--- config.mk ---
export PLATFORM = sky130hd
export DESIGN_NAME = fetch_queue
export DESIGN_NICKNAME = d
export VERILOG_FILES = /design/src/rtl/core_pkg.sv /design/src/rtl/fetch_fifo.sv /design/src/rtl/fetch_queue.sv
export SDC_FILE = /design/constraint.sdc
export NUM_CORES = 1
export LEC_CHECK = 0
export CORE_ASPECT_RATIO = 1.1
export CORE_MARGIN = 2
export CORE_UTILIZATION = 35
export CTS_BUF_LIST = sky130_fd_sc_hd__clkbuf_8
export CTS_CLUSTER_SIZE = 40
export DETAILED_ROUTE_END_ITERATION = 16
export PLACE_DENSITY_LB_ADDON = 0.05
export SETUP_SLACK_MARGIN = 0.15
export SLEW_MARGIN = 20
export SYNTH_ARGS = -nofsm -noshare
export SYNTH_HDL_FRONTEND = slang
export SYNTH_SLANG_ARGS = --single-unit
export TNS_END_PERCENT = 5
--- constraint.sdc ---
create_clock -name clk -period 13.9 [get_ports clk]
set_input_delay 2.78 -clock clk [delete_from_list [all_inputs] [get_ports clk]]
set_output_delay 2.78 -clock clk [all_outputs]
set_load 0.01 [all_outputs]
--- src/rtl/core_pkg.sv ---
// rtl/core_pkg.sv - shared core constants for the RV64 fetch front end
package core_pkg;
  localparam int XLEN = 64;
  localparam int INST_W = 32;
  localparam logic [INST_W-1:0] NOP_INST = 32'h00000013;
  localparam logic [XLEN-1:0] RESET_PC_DEFAULT = 64'h0;
  localparam int IMEM_AW_DEFAULT = 14;
endpackage

--- src/rtl/fetch_fifo.sv ---
// rtl/fetch_fifo.sv - synchronous FIFO with flush, holding {pc, inst} fetch entries
module fetch_fifo #(
  parameter int W     = 96,
  parameter int DEPTH = 4,
  localparam int AW   = $clog2(DEPTH)
) (
  input  logic          clk,
  input  logic          reset,
  input  logic          push,
  input  logic [W-1:0]  push_data,
  input  logic          pop,
  input  logic          flush,
  output logic [W-1:0]  head_data,
  output logic [AW:0]   count
);
  logic [W-1:0]  mem [DEPTH];
  logic [AW-1:0] wr_ptr;
  logic [AW-1:0] rd_ptr;

  always_ff @(posedge clk or posedge reset) begin
    if (reset) begin
      wr_ptr <= '0;
      rd_ptr <= '0;
      count  <= '0;
    end else if (flush) begin
      wr_ptr <= '0;
      rd_ptr <= '0;
      count  <= '0;
    end else begin
      if (push) wr_ptr <= wr_ptr + 1'b1;
      if (pop)  rd_ptr <= rd_ptr + 1'b1;
      case ({push, pop})
        2'b10:   count <= count + 1'b1;
        2'b01:   count <= count - 1'b1;
        default: count <= count;
      endcase
    end
  end

  // Storage carries no reset; entries are only read once count says they are live.
  always_ff @(posedge clk) begin
    if (push && !flush) mem[wr_ptr] <= push_data;
  end

  assign head_data = mem[rd_ptr];

  a_no_push_when_full: assert property (@(posedge clk) disable iff (reset)
    !(push && !pop && !flush && count == (AW+1)'(DEPTH)));
endmodule

--- src/rtl/fetch_queue.sv ---
// rtl/fetch_queue.sv - credit-based instruction fetch front end; FETCH_BYPASS_EN enables response bypass
module fetch_queue
  import core_pkg::*;
#(
  parameter int              XLEN_P   = XLEN,
  parameter int              IMEM_AW  = IMEM_AW_DEFAULT,
  parameter int              FQ_DEPTH = 4,
  parameter logic [XLEN_P-1:0] RESET_PC = RESET_PC_DEFAULT
) (
  input  logic                clk,
  input  logic                reset,
  output logic                imem_en,
  output logic [IMEM_AW-1:0]  imem_addr,
  input  logic [INST_W-1:0]   imem_rdata,
  input  logic                redirect_valid,
  input  logic [XLEN_P-1:0]   redirect_pc,
  output logic                out_valid,
  input  logic                out_ready,
  output logic [INST_W-1:0]   out_inst,
  output logic [XLEN_P-1:0]   out_pc,
  output logic [XLEN_P-1:0]   debug_pc
);
  localparam int CW = $clog2(FQ_DEPTH) + 1;

  logic [XLEN_P-1:0]        fetch_pc;
  logic [XLEN_P-1:0]        rsp_pc;
  logic [XLEN_P-1:0]        last_pc;
  logic [INST_W-1:0]        last_inst;
  logic                     rsp_pending;
  logic [CW-1:0]            count;
  logic [CW:0]              inflight;
  logic [XLEN_P+INST_W-1:0] head;
  logic                     bypass;
  logic                     fifo_valid;
  logic                     push;
  logic                     pop;

  // Words queued plus the one still in the BRAM must fit, so a push never meets a full FIFO.
  assign inflight  = {1'b0, count} + {{CW{1'b0}}, rsp_pending};
  assign imem_en   = !reset && !redirect_valid && (inflight < (CW+1)'(FQ_DEPTH));
  assign imem_addr = fetch_pc[IMEM_AW+1:2];
  assign debug_pc  = fetch_pc;

`ifdef FETCH_BYPASS_EN
  assign bypass = (count == '0) && rsp_pending && !redirect_valid;
`else
  assign bypass = 1'b0;
`endif

  assign fifo_valid = (count != '0) && !redirect_valid;
  assign out_valid  = fifo_valid || bypass;
  assign pop        = fifo_valid && out_ready;
  assign push       = rsp_pending && !redirect_valid && !(bypass && out_ready);

  always_comb begin
    out_inst = last_inst;
    out_pc   = last_pc;
    if (bypass) begin
      out_inst = imem_rdata;
      out_pc   = rsp_pc;
    end else if (count != '0) begin
      out_inst = head[INST_W-1:0];
      out_pc   = head[XLEN_P+INST_W-1:INST_W];
    end
  end

  always_ff @(posedge clk or posedge reset) begin
    if (reset) begin
      fetch_pc    <= RESET_PC;
      rsp_pc      <= '0;
      rsp_pending <= 1'b0;
      last_inst   <= '0;
      last_pc     <= '0;
    end else if (redirect_valid) begin
      fetch_pc    <= redirect_pc & ~XLEN_P'(3);
      rsp_pending <= 1'b0;
    end else begin
      rsp_pending <= imem_en;
      if (imem_en) begin
        rsp_pc   <= fetch_pc;
        fetch_pc <= fetch_pc + XLEN_P'(4);
      end
      // Keep the last delivered word visible while the queue is empty.
      if (out_valid && out_ready) begin
        last_inst <= out_inst;
        last_pc   <= out_pc;
      end
    end
  end

  fetch_fifo #(
    .W     (XLEN_P + INST_W),
    .DEPTH (FQ_DEPTH)
  ) u_fifo (
    .clk       (clk),
    .reset     (reset),
    .push      (push),
    .push_data ({rsp_pc, imem_rdata}),
    .pop       (pop),
    .flush     (redirect_valid),
    .head_data (head),
    .count     (count)
  );
endmodule
==> out/summary.txt <==
status: complete, no violations
final setup vio count: 0
Post-Syn Area per Cell: 15.73 µm²
library cells used by synthesis: 50
# Max-Cap Violations: 0
Synth-to-Final Area Change: 22.40%
ys async rst share: 37.75%
DIE HEIGHT: 283.5 µm
Core Box Area: 0.07032 mm²
die width: 258.1 µm
total leakage power: 11.09 nW
total clock sinks: 604
Initial Utilization: 35.34%
first-pass GRT wire length: 101200 µm
placed instance area: 0.02850 mm²
Seq/Total Area, Yosys: 68.39%
Setup TNS: 0 ps
mapped cell area: 0.02485 mm²
Wirelength per Cell: 23.15 µm
Crit path arrival time: 4670 ps
ratio of cells with drive above 1 in the final layout: 22.91%
critical-path cell list: clkdlybuf4s50_1, a311oi_4, buf_4, nand2_2, inv_1, clkdlybuf4s50_1
flops & latches, synth: 604
DRT antenna net count: 0
Max Fclk: 134.3 MHz
post-synth top area cell: edfxtp_1
most common cell in the netlist: edfxtp_1
min Tclk post-route: 7445 ps
antenna violations before repair: 3
largest net degree at the start of global routing: 93
Via Count: 14790
Post-synth top cells: edfxtp_1, nand2_1, dfrtp_1
Final Hold Slack: 494.6 ps
PD cells: 186.6 mW/mm²
Post-synth EDFFs: 376
post-cts resize count: 0
RSZ-0062 raised after global routing: false
# H-tree levels: 3
I/O Buffers: 271
number of synthesis warnings: 0
Crit path buffers/inverters: 4
Worst path max stage delay: 570 ps
DRC: 0
gr usage total: 18.51%
gpl congestion: 0.7957
CTS clk-pin slew, worst paths: 50 ps
CP Class: in -> out
most frequent CP cell: clkdlybuf4s50_1
area of the die: 0.07315 mm²
DP HPWL: 40150 µm
Synth top area share: 45.43%
CTS buffer count: 103
Initial DRT Pass Iterations: 6
Gate Count Post-Synth: 1580
post-route cell area: 0.03042 mm²
Ports: 276
Critical-path top delay cell: clkdlybuf4s50_1
Clock Path Buffers: 3
Rows: 102
crit-path leading delay family: buffers and inverters
slew at the pin closest to its max-slew limit: 1076 ps
vias in the first global route: 15590
Slew Limit Fails: 0
CTS tree: yes
worst vdd ir: 0.0001105 V
crit end category: output port
Final period util: 53.56%
HP Class: reg -> reg
Top FF cell, synth: edfxtp_1
# hold bufs at CTS: 0
worst-path fanout max: 16
Rel. slew slack: 28.25%
setup bufs post-CTS: 0
required time worst endpoint: 11120 ps
initial drt markers: 868
Clock Skews: 26.42 ps
Root Driver: clkbuf_8
DR vias/cell: 5.086
fin nets: 1986
grt ovf: 0
final count of hold timing violations: 0
Post-Route WL: 67310 µm
Synth area leaders: edfxtp_1, dfrtp_1, mux2_2
Startpoint Class: primary input
Clock Latency Late Sink: 700 ps
-- power breakdown --
group	internal, mW	switching, mW	leakage, nW	total [mW]
sequential	2.18	0.209	6.25	2.39
clock	0.747	0.724	1.13	1.47
combinational	1.01	0.809	3.71	1.81
-- flip-flops by register name, summed over array words and instances (netlist names) --
| name | count |
|---|---|
| u_fifo.mem | 376 |
| last_pc | 64 |
| debug_pc | 62 |
| rsp_pc | 62 |
| last_inst | 32 |
| u_fifo.count | 3 |
| u_fifo.rd_ptr | 2 |
| u_fifo.wr_ptr | 2 |
| rsp_pending | 1 |
-- metrics by stage --
step / total power [mW] / util (%) / std cells / worst slack [ps]
global route: 5.998 / 43.25 / 2907 / 6353
finish: 5.676 / 43.26 / 2908 / 6455
detailed placement: 4.287 / 40.53 / 2711 / 6432
CTS: 5.797 / 43.24 / 2905 / 6431
global placement: 4.261 / 40.53 / 2711 / 6445
floorplan: 3.391 / - / 1581 / 4872
-- final timing paths --
kind / startpoint / to / slack [ps] / cells after the start
max in group asynchronous: reset / debug_pc[53] / 9860 / 3
min in group asynchronous: reset / u_fifo.count[2] / 2730 / 2
worst min register to register: last_pc[0] / last_pc[0] / 490 / 1
worst min-delay path: last_pc[0] / last_pc[0] / 490 / 1
worst max-delay path: reset / imem_en / 6450 / 6
worst max register to register: debug_pc[10] / debug_pc[51] / 10610 / 5
-- cell usage in the layout (no fill, tap or decap), types with 5 or more instances in the layout --
| master | synthesis | routed |
|---|---|---|
| clkdlybuf4s50_1 | 0 | 270 |
| buf_4 | 16 | 19 |
| dfrtp_1 | 228 | 226 |
| nand3_1 | 42 | 42 |
| or3_1 | 11 | 11 |
| o21ai_0 | 37 | 37 |
| inv_1 | 10 | 52 |
| or4_1 | 21 | 21 |
| nor4_1 | 11 | 11 |
| mux4_2 | 94 | 94 |
| nor3_1 | 18 | 17 |
| and3_1 | 5 | 5 |
| clkinv_1 | 1 | 23 |
| nand4_1 | 30 | 30 |
| a31oi_1 | 17 | 17 |
| clkbuf_8 | 0 | 113 |
| nor2_1 | 37 | 36 |
| nand2_1 | 246 | 245 |
| o211ai_1 | 11 | 11 |
| ha_1 | 5 | 5 |
| clkinv_2 | 0 | 9 |
| nor2b_1 | 9 | 9 |
| mux2_2 | 189 | 189 |
| o31ai_1 | 10 | 10 |
| xor2_1 | 18 | 18 |
| edfxtp_1 | 376 | 376 |
| xnor2_1 | 13 | 13 |
-- layer usage --
layer | track usage, % | share of wire, % | wire (µm)
met2 | 29.96 | 48 | 32610
met1 | 25.27 | 44 | 29730
met5 | 0 | 0.024 | 16
met3 | 4.010 | 5.6 | 3754
met4 | 4.942 | 1.8 | 1197
-- cell families after synthesis --
family	after synthesis	synth area share [%]
buf+inv	108	1.948
flops	604	68.39
fa+ha+maj	6	0.3323
simple gates	450	8.534
compound gates	93	2.442
mux	287	17.24
other cells	1	0.01509
xor+xnor	31	1.093
-- area by class of cell --
cell class,instances,area (µm²)
repair buffers,291,2868
diodes,3,7.507
multi-input cells,869,7417
fillers,6440,39900
flip-flops and latches,604,17000
well taps,936,1171
inverters,11,48.80
clock buffers,113,1555
clock inverters,81,346.6
Power figures use the tool's default switching activity.
